<file path="config.mk">
export PLATFORM = sky130hd
export DESIGN_NAME = board_commit_ctrl
export DESIGN_NICKNAME = d
export VERILOG_FILES = /design/src/rtl/board_commit_ctrl_pkg.sv /design/src/rtl/board_commit_ctrl_rr_arb2.sv /design/src/rtl/board_commit_ctrl.sv
export SDC_FILE = /design/constraint.sdc
export NUM_CORES = 1
export LEC_CHECK = 0
export ABC_AREA = 1
export CORE_MARGIN = 5
export CORE_UTILIZATION = 54
export DETAILED_ROUTE_END_ITERATION = 7
export GPL_ROUTABILITY_DRIVEN = 1
export GPL_TIMING_DRIVEN = 0
export PLACE_DENSITY = 0.8
export SYNTH_ARGS = -nofsm -noshare
export SYNTH_HDL_FRONTEND = slang
export SYNTH_SLANG_ARGS = --single-unit
</file>
<file path="constraint.sdc">
create_clock -name clk -period 3.93 [get_ports clk]
set_clock_uncertainty 0.1 [all_clocks]
set_input_delay 0.5895 -clock clk [delete_from_list [all_inputs] [get_ports clk]]
set_output_delay 0.5895 -clock clk [all_outputs]
set_load 0.01 [all_outputs]
</file>
<file path="src/rtl/board_commit_ctrl_pkg.sv">
// Shared game package: controller states, requester ids
// and board geometry used by the mux and piece engine.
package board_commit_ctrl_pkg;

  typedef enum logic [2:0] {
    IDLE,
    EVAL,
    WAIT_FRAME,
    COMMIT,
    LOCK
  } state_t;

  typedef enum logic {
    REQ_MOVE = 1'b0,
    REQ_DROP = 1'b1
  } req_id_t;

  localparam int BOARD_W     = 10;
  localparam int BOARD_H     = 22;
  localparam int BOARD_CELLS = BOARD_W * BOARD_H;
  localparam int CELL_BITS   = 3;

endpackage

</file>
<file path="src/rtl/board_commit_ctrl_rr_arb2.sv">
// Two-requester round-robin arbiter; the last-grant
// register only moves when both requesters contend.
module rr_arb2
  import board_commit_ctrl_pkg::*;
#(
  parameter bit RESET_LAST = 1'b1
) (
  input  logic    clk,
  input  logic    rst,
  input  logic    req_move,
  input  logic    req_drop,
  input  logic    take,
  output logic    valid,
  output req_id_t gnt
);

  req_id_t last;
  logic    tie;

  assign tie = req_move & req_drop;

  always_comb begin
    valid = req_move | req_drop;
    gnt   = REQ_MOVE;
    unique case (1'b1)
      tie:                   gnt = req_id_t'(~last);
      req_drop & ~req_move:  gnt = REQ_DROP;
      default:               gnt = REQ_MOVE;
    endcase
  end

  always_ff @(posedge clk or posedge rst) begin
    if (rst) begin
      last <= req_id_t'(RESET_LAST);
    end else if (take & tie) begin
      last <= gnt;
    end
  end

endmodule

</file>
<file path="src/rtl/board_commit_ctrl.sv">
// Arbitrates move/drop candidates, waits for the collision
// verdict and commits clean boards only on a frame boundary.
module board_commit_ctrl
  import board_commit_ctrl_pkg::*;
#(
  parameter int CHECK_LAT     = 2,
  parameter int RR_RESET_LAST = 1
) (
  input  logic clk,
  input  logic rst,
  input  logic move_req,
  input  logic drop_req,
  input  logic collide,
  input  logic frame_start,
  output logic src_sel,
  output logic board_we,
  output logic grant_move,
  output logic grant_drop,
  output logic lock_piece,
  output logic busy
);

  localparam logic [3:0] LAST_CNT = 4'(CHECK_LAT - 1);

  state_t     state, state_n;
  req_id_t    gid, gid_n;
  logic [3:0] cnt, cnt_n;
  logic       pm, pm_n;
  logic       pd, pd_n;
  logic       vis_m, vis_d;
  logic       arb_v, take;
  req_id_t    arb_g;
  logic       gm_n, gd_n, we_n, lk_n, bz_n;

  assign vis_m = pm | move_req;
  assign vis_d = pd | drop_req;

  rr_arb2 #(
    .RESET_LAST(RR_RESET_LAST[0])
  ) u_arb (
    .clk      (clk),
    .rst      (rst),
    .req_move (vis_m),
    .req_drop (vis_d),
    .take     (take),
    .valid    (arb_v),
    .gnt      (arb_g)
  );

  always_comb begin
    state_n = state;
    gid_n   = gid;
    cnt_n   = cnt;
    take    = 1'b0;
    unique case (state)
      IDLE: begin
        if (arb_v) begin
          state_n = EVAL;
          gid_n   = arb_g;
          cnt_n   = '0;
          take    = 1'b1;
        end
      end
      EVAL: begin
        if (cnt == LAST_CNT) begin
          cnt_n = '0;
          if (!collide)
            state_n = WAIT_FRAME;
          else if (gid == REQ_DROP)
            state_n = LOCK;
          else
            state_n = IDLE;
        end else begin
          cnt_n = cnt + 4'd1;
        end
      end
      WAIT_FRAME: begin
        if (frame_start) state_n = COMMIT;
      end
      COMMIT:  state_n = IDLE;
      LOCK:    state_n = IDLE;
      default: state_n = IDLE;
    endcase

    // a req arriving with its own grant stays as a fresh request
    pm_n = (take && gid_n == REQ_MOVE) ? (pm & move_req)
                                       : (pm | move_req);
    pd_n = (take && gid_n == REQ_DROP) ? (pd & drop_req)
                                       : (pd | drop_req);

    bz_n = (state_n != IDLE);
    gm_n = bz_n && (gid_n == REQ_MOVE);
    gd_n = bz_n && (gid_n == REQ_DROP);
    we_n = (state_n == COMMIT);
    lk_n = (state_n == LOCK);
  end

  always_ff @(posedge clk or posedge rst) begin
    if (rst) begin
      state      <= IDLE;
      gid        <= REQ_MOVE;
      cnt        <= '0;
      pm         <= 1'b0;
      pd         <= 1'b0;
      src_sel    <= 1'b0;
      board_we   <= 1'b0;
      grant_move <= 1'b0;
      grant_drop <= 1'b0;
      lock_piece <= 1'b0;
      busy       <= 1'b0;
    end else begin
      state      <= state_n;
      gid        <= gid_n;
      cnt        <= cnt_n;
      pm         <= pm_n;
      pd         <= pd_n;
      src_sel    <= we_n;
      board_we   <= we_n;
      grant_move <= gm_n;
      grant_drop <= gd_n;
      lock_piece <= lk_n;
      busy       <= bz_n;
    end
  end

endmodule

</file>
==> reports/results.txt <==
Setup Fix Bufs, Post-CTS: 0
H-Tree Depth: 1
Crit path cell chain: buf_4 > clkdlybuf4s50_1
Gate power share: 46.6%
Antenna cells: 0
Max cap viols: 0
Global-route wire length before repair: 2.173 mm
Setup CP Type: reg2out
Final ANT Viol Nets: 0
Chip Height: 47.84 um
CP max stage cell: clkdlybuf4s50_1
Drt total wl: 1.256 mm
Placed inst area: 902.1 sq um
Switching part of the total: 40.62%
Sink Count: 16
Gr usage total: 14.33%
Seq/Total Area, Yosys: 51.94%
Unique masters post-synth: 23
Via density: 4.981
Max Root-Sink Buffers: 2
CP endpoint kind: primary output
Hpwl dp: 1.024 mm
Setup violators final: 0
Num ports: 12
Fin Setup TNS: 0 ns
Power share of the clock group: 14.7%
Share of cells above drive strength 1: 25.27%
DRC: 0
VDD IR max: 0.4282 mV
Synthesis Warnings: 0
Largest net degree at the start of global routing: 17
Synth Cell Area: 773.2 sq um
Clock root buffer: clkbuf_4
Std cell rows: 13
CP Max Fanout: 2
Worst rel slew slack: 61.00%
Status: complete, no violations
Post-CTS sizing: 0
First-pass DRT Iterations: 4
Startpoint types: register
Pint: 426.6 uW
Cts bufs inserted: 3
Port Buffer Count: 11
Critical path required time: 3.24 ns
Final RePlAce weighted congestion: 0.8335
Hold Crit Class: reg2reg
FILL cells: 109
Unrepaired setup endpoints after global routing: false
Worst-Skew Late Latency: 0.28 ns
Flop pwr share: 38.7%
Power per Cell Area: 765.5 mW/mm^2
Vias: 528
Switching power: 291.8 uW
Syn nets: 84
F_max: 513.3 MHz
Total gr overflow: 0
Leakage power total: 0.0004268 uW
Initial antenna violation count: 0
P&R area growth vs syn: 21.36%
Crit path time final: 1.948 ns
Arrival @ worst endpoint: 1.26 ns
Vias in the first global route: 529
Avg WL per Cell: 11.85 um
Iter 0 DRT Violations: 11
Initial core utilization: 57.97%
Total core area: 0.001334 sq mm
Syn avg cell area: 10.17 sq um
Fin crit share: 49.57%
Final Hold Violating Endpoints: 0
Final nets: 100
Crit path largest cell delay: 0.47 ns
Die Wd: 47.84 um
Worst Tran Pin Value: 0.5843 ns
Slew Viols, Final: 0
Final instance area: 938.4 sq um
CTS tree: done
Hold_buf cts: 0
Yosys reg bits: 16
Die ar.: 0.002289 sq mm
Gate Count Post-Synth: 76
Clk slew on worst S/H paths: 0.09 ns
[critical path: cells and delay by family (launching register included)]
| family | cells | cell delay [ns] |
|---|---|---|
| buffers and inverters | 2 | 0.60 |
| flip-flops | 1 | 0.39 |
[cell usage in the layout, fill, tap and decap left out, drive strengths merged]
cell type	Yosys	routed
buf	1	1
nor2	8	8
inv	10	10
o21ai	6	6
nor3	3	3
nand3	10	10
clkbuf	0	4
nand4	1	1
nand2	10	10
ha	2	2
clkdlybuf4s50	0	11
xnor2	1	1
xor2	2	2
dfstp	1	1
a21oi	6	6
dfrtp	15	15
[Yosys cell counts]
master	number	share of area (%)
inv_1	7	3.4
nor2_1	3	1.5
nand3_2	2	2.6
nor3_1	3	1.9
dfstp_2	1	3.4
dfrtp_1	15	49
o21ai_1	2	1.3
xor2_1	2	2.3
nand4_1	1	0.81
buf_4	1	0.97
nand2_2	4	3.2
nand2_4	1	1.5
a21oi_1	6	3.9
nor2_2	1	0.81
nand2_1	5	2.4
o21ai_0	3	1.9
nand3_1	7	4.5
xnor2_1	1	1.1
o21ai_2	1	1.1
inv_2	3	1.5
nor2_4	4	5.8
ha_1	2	3.2
nand3_4	1	2.3
[registers in the layout, indices dropped and copies added (netlist names)]
| register | count |
|---|---|
| board_we | 1 |
| u_arb.last | 1 |
| gid | 1 |
| cnt | 4 |
| pd | 1 |
| pm | 1 |
| state | 3 |
| grant_move | 1 |
| lock_piece | 1 |
| busy | 1 |
| grant_drop | 1 |
[cell families after synthesis]
family,synth area share (%)
AOI/OAI and AO/OA,8.252
buffers and inverters,5.826
DFF,51.94
adders and majority gates,3.236
xor gates and xnor gates,3.399
and+or+nand+nor,27.35
[metrics by stage]
step           std cells  utilization [%]  hold slack, ns  setup WS (ns)  power, uW
2_1_floorplan         76                -          0.4025          2.562      528.4
3_3_place_gp         102            67.64          0.4157          1.983      611.6
3_5_place_dp         102            67.64          0.4163          1.960      621.0
4_1_cts              106            70.36          0.4334          1.957      729.7
5_1_grt              106            70.36          0.4384          1.919      787.3
6_report             106            70.36          0.4314          1.982      718.3
[final cells by class]
type | count | area [sq um] | area share (%)
Sequential cell | 16 | 401.6 | 42.80
Multi-Input combinational cell | 49 | 326.6 | 34.80
Timing Repair Buffer | 11 | 110.1 | 11.73
Inverter | 10 | 37.54 | 4.000
Clock buffer | 4 | 36.28 | 3.867
Tap cell | 15 | 18.77 | 2.000
Buffer | 1 | 7.507 | 0.8000
[worst paths after layout]
path / endpoint / startpoint / slack, ns / depth (start not counted)
max: src_sel / board_we / 1.98 / 2
min: u_arb.last / u_arb.last / 0.43 / 1
max reg2reg: grant_move / cnt[1] / 2.57 / 7
min reg2reg: u_arb.last / u_arb.last / 0.43 / 1
max in group asynchronous: state[2] / rst / 2.78 / 2
min in group asynchronous: cnt[0] / rst / 0.57 / 2
[power by group through the flow]
stage / Sequential, uW / Clock, uW / Combinational, uW
finish: 278 / 106 / 335
global route: 284 / 117 / 386
CTS: 278 / 111 / 341
detailed placement: 281 / 0 / 340
global placement: 278 / 0 / 334
floorplan: 283 / 0 / 245
[metal layers]
layer | vias to the layer above | global-route usage [%] | routed length, um
met5 | - | 0 | 0
met4 | 0 | 6.452 | 9
met3 | 2 | 4.511 | 79
met1 | 237 | 16.63 | 534
met2 | 12 | 24.01 | 632
li1 | 277 | - | -
No activity file was read; power rests on OpenSTA's default activity.
